==> src/rtl/uart_rx_frame_parser.sv <==
// ----------------------------------------------------------------------------
// uart_rx_frame_parser
//
// Purpose:
//   Consumes the UART driver's user-domain RX byte stream and extracts frames of
//   the form HEAD0 HEAD1 LEN PAYLOAD[LEN] CHK. CHK is the 8-bit modulo-256 sum of
//   LEN and all payload bytes. Payload bytes are streamed out as they arrive.
//   Each frame is reported as OK or ERR. There is no backpressure, so every input
//   byte is consumed.
//
// Ports:
//   clk          in   user clock
//   w_user_rst   in   asynchronous, active-high reset
//   i_rx_data    in   received byte
//   i_rx_valid   in   one-cycle strobe that qualifies i_rx_data
//   o_pld_data   out  payload byte
//   o_pld_valid  out  payload strobe
//   o_pld_last   out  asserted with o_pld_valid on the last payload byte
//   o_frame_ok   out  one-cycle pulse when the checksum matches
//   o_frame_err  out  one-cycle pulse when a frame is aborted or fails
//   o_err_code   out  0 none, 1 bad LEN, 2 checksum, 3 timeout
//                     (held until the next ok/err)
//   o_frame_cnt  out  count of OK frames, wraps around
//   o_busy       out  high whenever the parser is not idle
//
// All outputs are registered. The response to a byte appears one clock after
// the byte is sampled.
// ----------------------------------------------------------------------------
module uart_rx_frame_parser #(
    parameter int unsigned                P_DATA_WIDTH  = 8,
    parameter logic [P_DATA_WIDTH-1:0]    P_HEAD0       = 8'h55,
    parameter logic [P_DATA_WIDTH-1:0]    P_HEAD1       = 8'hAA,
    parameter int unsigned                P_MAX_LEN     = 16,
    parameter int unsigned                P_TIMEOUT_CYC = 50000
) (
    input  logic                    clk,
    input  logic                    w_user_rst,
    input  logic [P_DATA_WIDTH-1:0] i_rx_data,
    input  logic                    i_rx_valid,
    output logic [P_DATA_WIDTH-1:0] o_pld_data,
    output logic                    o_pld_valid,
    output logic                    o_pld_last,
    output logic                    o_frame_ok,
    output logic                    o_frame_err,
    output logic [1:0]              o_err_code,
    output logic [15:0]             o_frame_cnt,
    output logic                    o_busy
);

    localparam int unsigned TIMER_W = $clog2(P_TIMEOUT_CYC);
    localparam logic [TIMER_W-1:0]      TIMER_MAX = TIMER_W'(P_TIMEOUT_CYC - 1);
    localparam logic [P_DATA_WIDTH-1:0] MAX_LEN   = P_DATA_WIDTH'(P_MAX_LEN);
    localparam logic [P_DATA_WIDTH-1:0] ONE       = P_DATA_WIDTH'(1);

    typedef enum logic [2:0] {
        StIdle,
        StHead1,
        StLen,
        StPld,
        StChk
    } state_e;

    state_e                  state;
    logic [TIMER_W-1:0]      timer;
    logic [P_DATA_WIDTH-1:0] sum;
    logic [P_DATA_WIDTH-1:0] cnt;

    always_ff @(posedge clk or posedge w_user_rst) begin
        if (w_user_rst) begin
            state       <= StIdle;
            timer       <= '0;
            sum         <= '0;
            cnt         <= '0;
            o_pld_data  <= '0;
            o_pld_valid <= 1'b0;
            o_pld_last  <= 1'b0;
            o_frame_ok  <= 1'b0;
            o_frame_err <= 1'b0;
            o_err_code  <= 2'd0;
            o_frame_cnt <= 16'd0;
            o_busy      <= 1'b0;
        end else begin
            // Strobes default low; they only pulse for one cycle.
            o_pld_valid <= 1'b0;
            o_pld_last  <= 1'b0;
            o_frame_ok  <= 1'b0;
            o_frame_err <= 1'b0;

            // Inter-byte silence timer: restarts on every accepted byte.
            if (state == StIdle || i_rx_valid) begin
                timer <= '0;
            end else begin
                timer <= timer + 1'b1;
            end

            if (i_rx_valid) begin
                unique case (state)
                    StIdle: begin
                        if (i_rx_data == P_HEAD0) begin
                            state  <= StHead1;
                            o_busy <= 1'b1;
                        end
                    end
                    StHead1: begin
                        // A repeated HEAD0 keeps us waiting for HEAD1 (resync).
                        if (i_rx_data == P_HEAD1) begin
                            state <= StLen;
                        end else if (i_rx_data != P_HEAD0) begin
                            state  <= StIdle;
                            o_busy <= 1'b0;
                        end
                    end
                    StLen: begin
                        if (i_rx_data == '0 || i_rx_data > MAX_LEN) begin
                            o_frame_err <= 1'b1;
                            o_err_code  <= 2'd1;
                            state       <= StIdle;
                            o_busy      <= 1'b0;
                        end else begin
                            cnt   <= i_rx_data;
                            sum   <= i_rx_data;
                            state <= StPld;
                        end
                    end
                    StPld: begin
                        o_pld_data  <= i_rx_data;
                        o_pld_valid <= 1'b1;
                        sum         <= sum + i_rx_data;
                        cnt         <= cnt - ONE;
                        if (cnt == ONE) begin
                            o_pld_last <= 1'b1;
                            state      <= StChk;
                        end
                    end
                    StChk: begin
                        if (i_rx_data == sum) begin
                            o_frame_ok  <= 1'b1;
                            o_err_code  <= 2'd0;
                            o_frame_cnt <= o_frame_cnt + 16'd1;
                        end else begin
                            o_frame_err <= 1'b1;
                            o_err_code  <= 2'd2;
                        end
                        state  <= StIdle;
                        o_busy <= 1'b0;
                    end
                    default: begin
                        state  <= StIdle;
                        o_busy <= 1'b0;
                    end
                endcase
            end else if (state != StIdle && timer == TIMER_MAX) begin
                o_frame_err <= 1'b1;
                o_err_code  <= 2'd3;
                state       <= StIdle;
                o_busy      <= 1'b0;
            end
        end
    end

endmodule

==> config.mk <==
export PLATFORM = sky130hd
export DESIGN_NAME = uart_rx_frame_parser
export DESIGN_NICKNAME = d
export VERILOG_FILES = /design/src/rtl/uart_rx_frame_parser.sv
export SDC_FILE = /design/constraint.sdc
export NUM_CORES = 1
export LEC_CHECK = 0
export BUFFER_PORTS_ARGS = -buffer_cell sky130_fd_sc_hd__buf_2
export CAP_MARGIN = 20
export CORE_MARGIN = 1.5
export CORE_UTILIZATION = 40
export CTS_CLUSTER_SIZE = 10
export DETAILED_ROUTE_END_ITERATION = 16
export PLACE_DENSITY = 0.65
export SLEW_MARGIN = 10
export SYNTH_ARGS = -nofsm -noshare
export SYNTH_HDL_FRONTEND = slang
export SYNTH_SLANG_ARGS = --single-unit
==> constraint.sdc <==
create_clock -name clk -period 5.6 [get_ports clk]
set_input_delay 0.56 -clock clk [delete_from_list [all_inputs] [get_ports clk]]
set_output_delay 0.56 -clock clk [all_outputs]
set_load 0.1 [all_outputs]
# After elaboration in Yosys (flattened, before gate mapping)
# Cells that the tools add are included.
dict set report classes {
  addsub 4
  magnitude_cmp 1
  n_eq_ne 19
  muxes 37
  reduce_logical 14
}
# operator count
set ops {}
lappend ops {{adder 16 x 1 -> 16 bit, second input constant} 2}
lappend ops {{one-hot mux 8 bit (2 select lines)} 2}
lappend ops {{two-way mux 1 bit} 18}
lappend ops {{two-way mux 3 bit} 6}
lappend ops {{== test 16 bit, second input constant} 1}
lappend ops {{two-way mux 16 bit} 1}
lappend ops {{inequality test 3 bit, second input constant} 4}
lappend ops {{one-hot mux 3 bit (4 select lines)} 1}
lappend ops {{two-way mux 2 bit} 5}
lappend ops {{AND reduction 3 bit} 3}
lappend ops {{adder 8 bit} 1}
lappend ops {{== test 8 x 1 -> 1 bit, second input constant} 1}
lappend ops {{== test 8 x 7 -> 1 bit, second input constant} 1}
lappend ops {{== test 8 bit} 1}
lappend ops {{== test 8 bit, second input constant} 1}
lappend ops {{> comparator 8 x 5 -> 1 bit, second input constant} 1}
lappend ops {{logical NOT 8 bit} 1}
lappend ops {{two-way mux 8 bit} 1}
lappend ops {{inequality test 8 x 7 -> 1 bit, second input constant} 1}
lappend ops {{subtractor 8 x 1 -> 8 bit, second input constant} 1}
lappend ops {{== test 3 x 2 -> 1 bit, second input constant} 2}
lappend ops {{AND reduction 6 bit} 1}
lappend ops {{inequality test 2 bit, second input constant} 2}
lappend ops {{inequality test 4 bit, second input constant} 1}
lappend ops {{other kinds (14)} 16}
dict set report word_totals {
  regBits 66
  in_bits 11
  output_inout_bits 31
}

# Logic depth before layout (Yosys ltp)
# Gate-level depths: netlist of the first run.
dict set report depth {
  ltp_word 5
  depth_mapped 8
  mapped_depth_nobuf 8
}

# Worst setup path before layout of the first run
# OpenSTA, ideal clock, no wires.
dict set report synth_timing {
  path_type {input -> register}
  from {input i_rx_data[6]}
  to {register o_frame_cnt[1]}
  setup_ns 0.126
  t_arrival_ns 1.978
  required_time_ns 5.474
  slack_ns 3.497
  path_stages 5
  cell_sequence {ha_1 nor4_1 nand2_1 nor3_2 mux2_2}
}
dict set report synth_via {
  elab_chain_len 2
}
# element line
set synth_lines {}
lappend synth_lines {{start, declared} 38} ;# input logic [P_DATA_WIDTH-1:0] i_rx_data,
lappend synth_lines {{== test 8 bit} 136} ;# if (i_rx_data == sum) begin
lappend synth_lines {{AND reduction 3 bit (no line)} --}
lappend synth_lines {{end signal, assigned} 139} ;# o_frame_cnt <= o_frame_cnt + 16'd1;
lappend synth_lines {{end, declared} 46} ;# output logic [15:0] o_frame_cnt,
# No other way between the ends.
# A chain may end at the register's enable or synchronous reset.

# Worst setup path in the final report of the first run
dict set report layout_timing {
  from {register sum[6]}
  to {register o_frame_cnt[1]}
}
dict set report layout_via {
  elab_chain_len 2
}
# element line
set layout_lines {}
lappend layout_lines {{start, declared} 65} ;# logic [P_DATA_WIDTH-1:0] sum;
lappend layout_lines {{start signal, assigned} 121} ;# sum <= i_rx_data;
lappend layout_lines {{start signal, assigned} 128} ;# sum <= sum + i_rx_data;
lappend layout_lines {{== test 8 bit} 136}
lappend layout_lines {{AND reduction 3 bit (no line)} --}
# No other way between the ends.

==> flow_summary_export.csv, run 1 <==
group,metric,value,unit
detailed_routing,vias_per_cell,5.50,
cts,clk_pin_slew,0.08,ns
sta,relSlewSlack,0.443,
critical_path,cp-end-kind,"flip-flop",
critical_path,reg2reg_to,"o_frame_cnt[1]$_DFFE_PP0P_",
cts,h-tree-depth,3,
floorplanning,fp.dieArea,0.00937,mm²
floorplanning,core-area,0.00864,mm²
detailed_routing,drtIter0Drc,217,
cts,cts_buffers,9,
critical_path,path_cells,"ha_1, nor4_1, nand2_1, nor3_2, mux2_2",
critical_path,start_kind,"flip-flop",
synth,ys_async_sr_fraction,1.00,
global_routing,grt_pass1_wl,13300,µm
synth,synth_xor_xnor_area_share,0.0821,
cts,clock-sinks,66,
detailed_routing,drtAntennaViolNets,0,
final_layout,final_cell_mix,"66 x dfrtp_1, 46 x nand2_1, 41 x buf_2",
pwr,cellLeakagePower,1.92,nW
detailed_routing,drt_drc_violations_left,0,
critical_path,critPathKind,"reg2reg",
sta,final-setup-viol-count,0,
final_layout,diodes,0,
floorplanning,ios,42,
floorplanning,initial_core_util,0.407,
synth,synth_enable_flop_cells,0,
sta,min_period,2.43,ns
synth,yosysTopAreaCellShare,0.469,
critical_path,r2r_start,"sum[6]$_DFFE_PP0P_",
synth,synth_compound_area_frac,0.120,
synth,synth_ff_type,"dfrtp_1",
synth,netlist_top_cells_area,"dfrtp_1 47%, xor2_1 5.0%, nand2_1 4.9%",
critical_path,crit_buf_inv,0,
global_routing,grt_pass1_vias,2724,
place,place_congestion,0.939,
synth,yosysTopAreaCell,"dfrtp_1",
critical_path,reg2reg_slack,3.17,ns
cts,tritoncts,"built",
detailed_routing,vias,2869,
cts,worstSkewPairLatency,0.35,ns
sta,worstMarginPinSlew,0.835,ns
cts,ctsHoldBuffers,0,
synth,syn_nets,391,
final_layout,seq_area,0.00165,mm²
global_routing,grt_max_degree,67,
floorplanning,die_y,96.8,µm
critical_path,cp_slowest_cell,"nor4_1",
pwr,vdd_ir_drop_max,0.113,mV
global_routing,antenna_found_initial,0,
final_layout,drive_gt1_frac,0.171,
sta,drv_slew,0,
synth,synth_fa_ha_area_frac,0.0448,
synth,synth-simple-area-share,0.238,
cts,clockBufferDepth,2,
sta,clock_skew,0.0115,ns
critical_path,slowest_delay,0.60,ns
sta,hold_viol_final,0,
final_layout,fin_area,0.00402,mm²
sta,rsz0062_at_grt,"false",
place,place_area,0.00381,mm²
floorplanning,rows,34,
synth,synthesis.area,0.00352,mm²
synth,syn_area_per_cell,9.56,µm²
critical_path,required,5.84,ns
cts,post-cts-setup-buffers,0,
sta,fin_tns_setup,0,ns
sta,finalCritPeriodShare,0.434,
critical_path,r2r.worst_path.cells,5,
global_routing,grtUsageTotal,0.176,
final_layout,layout_commonest_cell,"dfrtp_1",
floorplanning,fp.dieW,96.8,µm
sta,fmax,0.411,GHz
synth,syn_inst,368,
critical_path,worstPathMaxFanout,7,
final_layout,area_growth_syn_to_layout,14.2,%
place,dp_hpwl,5360,µm
synth,ys_seq_area_frac,0.469,
cts,clock-root-buffer,"clkbuf_8",
min_path,min_path_type,"in2async",
detailed_routing,wl_per_cell,15.1,µm
critical_path,path_delay_family,"simple AND/OR/NAND/NOR gates",
final_layout,nFillCells,823,
synth,synth_cell_types,54,
synth,synth_top_family_by_area,"simple AND/OR/NAND/NOR gates",
place,io_buffers,41,
detailed_routing,dr.pass1.iters,5,
run,max-cap-violations,0,
cts,cts_resized,0,
detailed_routing,drt-total-wl,7900,µm
synth,synth_seq_cells,66,
final_layout,multiInputGateArea,0.00176,mm²
final_layout,final_nets,432,
synth,yosysWarnings,0,
sta,hold_ws,0.442,ns
synth,muxShareOfSynthArea,0.0164,
status,run_status,"finished, final reports clean",
pwr,power_density,258,mW/mm²
global_routing,grt_remaining_overflow,0,
critical_path,arrival,2.67,ns
report_power, final:
part	switching [mW]	internal, mW
Combinational	0.0860	0.0327
Sequential	0.0156	0.487
Clock	0.199	0.218
Total	0.300	0.738
tightest hold or removal path: cells and delay by family:
family	cells	cell delay, ns
buffers and inverters	3	0.76
metrics by stage:
| stage | total power [mW] | std cells | setup slack (ns) | utilization |
|---|---|---|---|---|
| 6_report | 1.04 | 522 | 3.17 | 0.465 |
| 5_1_grt | 1.08 | 522 | 3.03 | 0.465 |
| 4_1_cts | 1.04 | 522 | 3.17 | 0.465 |
| 3_5_place_dp | 0.631 | 506 | 2.84 | 0.442 |
| 3_3_place_gp | 0.628 | 506 | 3.03 | 0.442 |
| 2_1_floorplan | 0.601 | 368 | 3.39 | - |
routing by layer:
layer  vias up  global-route usage  routed length, µm
met2        58               0.264               3700
met3        17              0.0383                250
met1      1401               0.243               3750
met4         0              0.0847                201
li1       1393                   -                  -
met5         -                   0                  0
cells by family (layout without fill, tap and decap cells):
kind of cell	after synthesis	in the layout
muxes	5	5
adders and majority gates	12	12
AOI/OAI and AO/OA	61	61
and+or+nand+nor	165	165
xor gates and xnor gates	33	33
buffers and inverters	26	72
DFF	66	66
area by class of cell:
type | count | share of cell area
tap | 108 | 0.0336
clock inverter | 6 | 0.0159
timing repair buffer | 42 | 0.0530
multi-input combinational | 276 | 0.439
inverter | 14 | 0.0131
clock buffer | 10 | 0.0343
sequential | 66 | 0.411
cell usage after synthesis (all sizes together), types with 10 or more instances:
master and number:
nand3 16, a21oi 10, nor2 37, ha 11
xnor2 13, nor3 15, nand2 46, dfrtp 66
inv 14, o21ai 20, xor2 20
sequential cells by signal, indices dropped and copies added, names as in the netlist:
signal	flops
state	3
o_pld_data	8
timer	16
o_pld_last	1
o_frame_cnt	16
o_pld_valid	1
o_frame_ok	1
o_busy	1
o_err_code	2
cnt	8
sum	8
o_frame_err	1
how the worst max path moves through the flow:
stage | from | endpoint | slack, ns | cells past startpoint
after CTS | sum[6]$_DFFE_PP0P_ | o_frame_cnt[1]$_DFFE_PP0P_ | 3.17 | 5
after global routing | sum[6]$_DFFE_PP0P_ | o_frame_cnt[3]$_DFFE_PP0P_ | 3.03 | 6
after detailed placement | i_rx_data[6] | o_frame_cnt[1]$_DFFE_PP0P_ | 2.84 | 6
after global placement | i_rx_data[6] | o_frame_cnt[1]$_DFFE_PP0P_ | 3.03 | 6
after floorplan | w_user_rst | cnt[0]$_DFFE_PP0P_ | 3.39 | 1
final | sum[6]$_DFFE_PP0P_ | o_frame_cnt[1]$_DFFE_PP0P_ | 3.17 | 5
Power figures use the tool's default switching activity.
==> inputs of run 2 (changes only) <==
--- a/config.mk
+++ b/config.mk
@@ -11,7 +11,7 @@
 export CORE_UTILIZATION = 40
 export CTS_CLUSTER_SIZE = 10
 export DETAILED_ROUTE_END_ITERATION = 16
-export PLACE_DENSITY = 0.65
+export PLACE_DENSITY = 0.68
 export SLEW_MARGIN = 10
 export SYNTH_ARGS = -nofsm -noshare
 export SYNTH_HDL_FRONTEND = slang
==> constraint.sdc (replaced) <==
create_clock -name clk -period 2.1 [get_ports clk]
set_input_delay 0.21 -clock clk [delete_from_list [all_inputs] [get_ports clk]]
set_output_delay 0.21 -clock clk [all_outputs]
set_load 0.1 [all_outputs]
==> flow_summary_export.csv, run 2 (synthesis results as in run 1) <==
group,metric,value,unit
final_layout,final_cell_mix,"66 x dfrtp_1, 46 x nand2_1, 41 x buf_2",
floorplanning,rows,34,
pwr,cellLeakagePower,2.02,nW
critical_path,start_kind,"flip-flop",
final_layout,area_growth_syn_to_layout,19.1,%
critical_path,path_delay_family,"simple AND/OR/NAND/NOR gates",
sta,worstMarginPinSlew,0.579,ns
critical_path,slowest_delay,0.39,ns
cts,clockBufferDepth,2,
final_layout,layout_commonest_cell,"dfrtp_1",
sta,clock_skew,0.00803,ns
final_layout,top_regs,"o_frame_cnt (16), timer (16)",
sta,drv_slew,0,
floorplanning,initial_core_util,0.407,
place,place_ws,-0.0214,ns
detailed_routing,drt-total-wl,7860,µm
sta,relSlewSlack,0.611,
min_path,min_path_type,"in2reg",
cts,h-tree-depth,3,
run,max-cap-violations,0,
sta,min_period,1.99,ns
final_layout,drive_gt1_frac,0.214,
global_routing,grtUsageTotal,0.173,
global_routing,antenna_found_initial,0,
global_routing,grt_max_degree,67,
floorplanning,fp.dieArea,0.00937,mm²
critical_path,crit_buf_inv,1,
floorplanning,die_y,96.8,µm
detailed_routing,drtAntennaViolNets,0,
pwr,power_density,658,mW/mm²
global_routing,grt_remaining_overflow,0,
floorplanning,ios,42,
critical_path,path_cells,"ha_1, nor4_2, buf_4, and3b_2, nand4_1, nor3_1, xor2_1",
final_layout,utilization,0.485,
final_layout,fin_area,0.00419,mm²
place,io_buffers,41,
cts,tritoncts,"built",
cts,clk_pin_slew,0.07,ns
sta,fin_tns_setup,0,ns
pwr,vdd_ir_drop_max,0.259,mV
critical_path,cp_slowest_cell,"dfrtp_1",
sta,final-setup-viol-count,0,
global_routing,grt_pass1_vias,2756,
cts,cts_buffers,9,
sta,setup_slack,0.107,ns
sta,fmax,0.502,GHz
detailed_routing,dr.pass1.iters,4,
sta,rsz0062_at_grt,"true",
detailed_routing,drt_drc_violations_left,0,
critical_path,worstPathMaxFanout,4,
global_routing,grt_pass1_wl,13200,µm
critical_path,arrival,2.27,ns
place,dp_hpwl,5590,µm
place,place_congestion,0.918,
status,run_status,"finished, final reports clean",
cts,clock-sinks,66,
critical_path,cp-end-kind,"flip-flop",
floorplanning,core-area,0.00864,mm²
sta,finalCritPeriodShare,0.949,
final_layout,final_nets,453,
detailed_routing,drtIter0Drc,160,
cts,worstSkewPairLatency,0.35,ns
floorplanning,fp.dieW,96.8,µm
final_layout,diodes,0,
cts,clock-root-buffer,"clkbuf_8",
detailed_routing,vias,2912,
critical_path,critPathKind,"reg2reg",
sta,hold_viol_final,0,
critical_path,required,2.38,ns
detailed_routing,wl_per_cell,14.5,µm
place,place_area,0.00396,mm²
detailed_routing,vias_per_cell,5.37,
==> run 2: path summary, 6_finish.rpt <==
path / startpoint / end / slack, ns / depth (start not counted)
max in group asynchronous: w_user_rst / cnt[3]$_DFFE_PP0P_ / 1.34 / 4
min reg2reg: o_pld_data[0]$_DFFE_PP0N_ / o_pld_data[0]$_DFFE_PP0N_ / 0.47 / 2
max: sum[4]$_DFFE_PP0P_ / o_frame_cnt[13]$_DFFE_PP0P_ / 0.11 / 7
max reg2reg: sum[4]$_DFFE_PP0P_ / o_frame_cnt[13]$_DFFE_PP0P_ / 0.11 / 7
min in group asynchronous: w_user_rst / o_frame_cnt[12]$_DFFE_PP0P_ / 0.48 / 4
min: i_rx_data[4] / o_pld_data[4]$_DFFE_PP0N_ / 0.14 / 3
==> run 2: what timing repair did <==
item | in CTS | in global routing
setup endpoints to repair | 1 | 5
setup buffers | 0 | 3
resized for setup | 1 | 3
gates cloned | 0 | 0
endpoints found under the hold margin | 66 | 0
pin swaps | 0 | 3
hold buffers | 1 | 0
==> run 2: layout make-up <==
type / instances / area (µm²)
clock buffers: 10 / 138
clock inverters: 5 / 55.1
fillers: 808 / 4450
inverters: 14 / 52.6
multi-input cells: 276 / 1770
flip-flops and latches: 66 / 1650
well taps: 108 / 135
repair buffers: 63 / 385
==> run 2: through the flow <==
step | hold WS, ns | power [mW] | cells
global placement | 0.308 | 1.70 | 523
floorplan | 0.315 | 1.60 | 368
global route | 0.176 | 2.87 | 542
CTS | 0.128 | 2.78 | 539
finish | 0.137 | 2.76 | 542
detailed placement | 0.310 | 1.70 | 523
==> run 2: per-layer routing <==
metal	global-route usage	share of wire	up-vias
met3	0.0318	0.037	13
li1	-	-	1426
met2	0.270	0.48	59
met5	0	0	-
met1	0.234	0.47	1414
met4	0.0825	0.020	0
==> run 2: tightest hold or removal path: cells and delay by family <==
family / cells / cell delay (ns)
buffers and inverters: 1 / 0.14
AND/OR/NAND/NOR: 2 / 0.10
==> run 2: report_power, final <==
group	switching (mW)	internal, mW	total (mW)
Sequential	0.0328	1.30	1.33
Combinational	0.243	0.109	0.352
Clock	0.501	0.570	1.07
==> inputs of run 3 (changes only) <==
--- a/config.mk
+++ b/config.mk
@@ -5,7 +5,7 @@
 export SDC_FILE = /design/constraint.sdc
 export NUM_CORES = 1
 export LEC_CHECK = 0
-export BUFFER_PORTS_ARGS = -buffer_cell sky130_fd_sc_hd__buf_2
+export BUFFER_PORTS_ARGS = -buffer_cell sky130_fd_sc_hd__buf_4
 export CAP_MARGIN = 20
 export CORE_MARGIN = 1.5
 export CORE_UTILIZATION = 40
==> flow_summary_export.csv, run 3 (synthesis results as in run 1) <==
group,metric,value,unit
detailed_routing,dr.pass1.iters,4,
global_routing,antenna_found_initial,0,
place,io_buffers,41,
detailed_routing,drt_drc_violations_left,0,
sta,fmax,0.492,GHz
floorplanning,fp.dieArea,0.00937,mm²
detailed_routing,wl_per_cell,15.0,µm
final_layout,layout_commonest_cell,"dfrtp_1",
final_layout,seq_area,0.00165,mm²
detailed_routing,drtIter0Drc,143,
floorplanning,rows,34,
critical_path,required,2.35,ns
final_layout,nFillCells,792,
place,place_ws,0.0113,ns
floorplanning,fp.dieW,96.8,µm
floorplanning,core-area,0.00864,mm²
sta,rsz0062_at_grt,"false",
place,dp_cells,520,
sta,hold_viol_final,0,
critical_path,start_kind,"flip-flop",
pwr,power_density,619,mW/mm²
pwr,cellLeakagePower,2.00,nW
final_layout,final_cell_mix,"66 x dfrtp_1, 54 x buf_4, 46 x nand2_1",
critical_path,cp-end-kind,"flip-flop",
critical_path,arrival,2.28,ns
detailed_routing,drt-total-wl,8020,µm
cts,post-cts-setup-buffers,0,
sta,drv_slew,0,
final_layout,final_nets,447,
sta,clock_skew,0.0124,ns
detailed_routing,vias_per_cell,5.43,
sta,setup_slack,0.0692,ns
min_path,min_path_type,"in2reg",
cts,clk_pin_slew,0.08,ns
sta,min_period,2.03,ns
cts,h-tree-depth,3,
status,run_status,"finished, final reports clean",
final_layout,top_regs,"o_frame_cnt (16), timer (16)",
sta,fin_tns_setup,0,ns
cts,clock-root-buffer,"clkbuf_8",
pwr,total_power,2.65,mW
place,place_congestion,0.881,
final_layout,diodes,0,
global_routing,grt_max_degree,67,
place,dp_hpwl,5680,µm
run,max-cap-violations,0,
critical_path,worstPathMaxFanout,4,
detailed_routing,vias,2911,
floorplanning,initial_core_util,0.407,
cts,worstSkewPairLatency,0.34,ns
cts,tritoncts,"built",
final_layout,utilization,0.496,
sta,finalCritPeriodShare,0.967,
global_routing,grt_remaining_overflow,0,
floorplanning,ios,42,
final_layout,drive_gt1_frac,0.208,
sta,final-setup-viol-count,0,
final_layout,multiInputGateArea,0.00182,mm²
cts,cts_buffers,9,
final_layout,area_growth_syn_to_layout,21.7,%
sta,worstMarginPinSlew,0.637,ns
cts,clockBufferDepth,2,
global_routing,grt_pass1_vias,2697,
sta,relSlewSlack,0.572,
pwr,vdd_ir_drop_max,0.234,mV
critical_path,critPathKind,"reg2reg",
detailed_routing,drtAntennaViolNets,0,
global_routing,grt_pass1_wl,13500,µm
global_routing,grtUsageTotal,0.178,
final_layout,fin_cells,536,
cts,clock-sinks,66,
floorplanning,die_y,96.8,µm
-- run 3: changes by cell type in the layout (fill, tap and decap cells not counted), moves of 2 or more --
cell      before  now
buf_2         41    0
buf_4         20   54
ha_1          11    8
ha_4           0    3
clkbuf_1       0    2
-- run 3: worst max-delay path, stage by stage (launching register included) --
cell,delay (ns)
dfrtp_1,0.41
ha_4,0.24
nor4_2,0.31
buf_4,0.16
and3b_2,0.20
nand4_1,0.23
nor2_1,0.21
xor2_1,0.17
-- run 3: worst paths after layout --
kind                                     from                     endpoint  slack (ns)  cells past startpoint
max                        sum[1]$_DFFE_PP0P_  o_frame_cnt[11]$_DFFE_PP0P_        0.07                      7
min                                i_rx_valid    o_err_code[1]$_DFFE_PP0P_        0.12                      2
max reg2reg                sum[1]$_DFFE_PP0P_  o_frame_cnt[11]$_DFFE_PP0P_        0.07                      7
min reg2reg                timer[0]$_DFF_PP0_           timer[0]$_DFF_PP0_        0.46                      1
max in group asynchronous          w_user_rst           cnt[7]$_DFFE_PP0P_        1.31                      4
min in group asynchronous          w_user_rst           timer[3]$_DFF_PP0_        0.51                      4
-- run 3: power breakdown --
part           internal (mW)  switching [mW]  total (mW)
combinational          0.122           0.246       0.368
clock                  0.486           0.463       0.949
sequential              1.30          0.0345        1.34
total                   1.91           0.744        2.65
-- run 3: layout make-up --
type	count	area share
timing repair buffer	57	0.106
sequential	66	0.386
multi-input combinational	276	0.424
inverter	14	0.0123
clock buffer	13	0.0371
tap	108	0.0316
clock inverter	2	0.00292
-- run 3: layer usage --
metal,wire length (µm),track usage,share of wire,vias up
met5,0,0,0,-
met4,225,0.0881,0.028,0
met3,264,0.0289,0.033,18
met2,3810,0.269,0.48,60
met1,3720,0.248,0.46,1423
li1,-,-,-,1410
-- run 3: stage by stage --
| step | hold slack [ns] | instance area, µm² |
|---|---|---|
| detailed placement | 0.324 | 4050 |
| CTS | 0.0987 | 4240 |
| global placement | 0.318 | 4050 |
| floorplan | 0.315 | 3520 |
| global route | 0.132 | 4280 |
| finish | 0.122 | 4280 |
-- run 3: timing repair --
action	CTS	global route
gates resized for setup	1	6
setup endpoints to repair	1	3
pin swaps	0	2
hold buffers	1	0
hold endpoints to repair	66	0
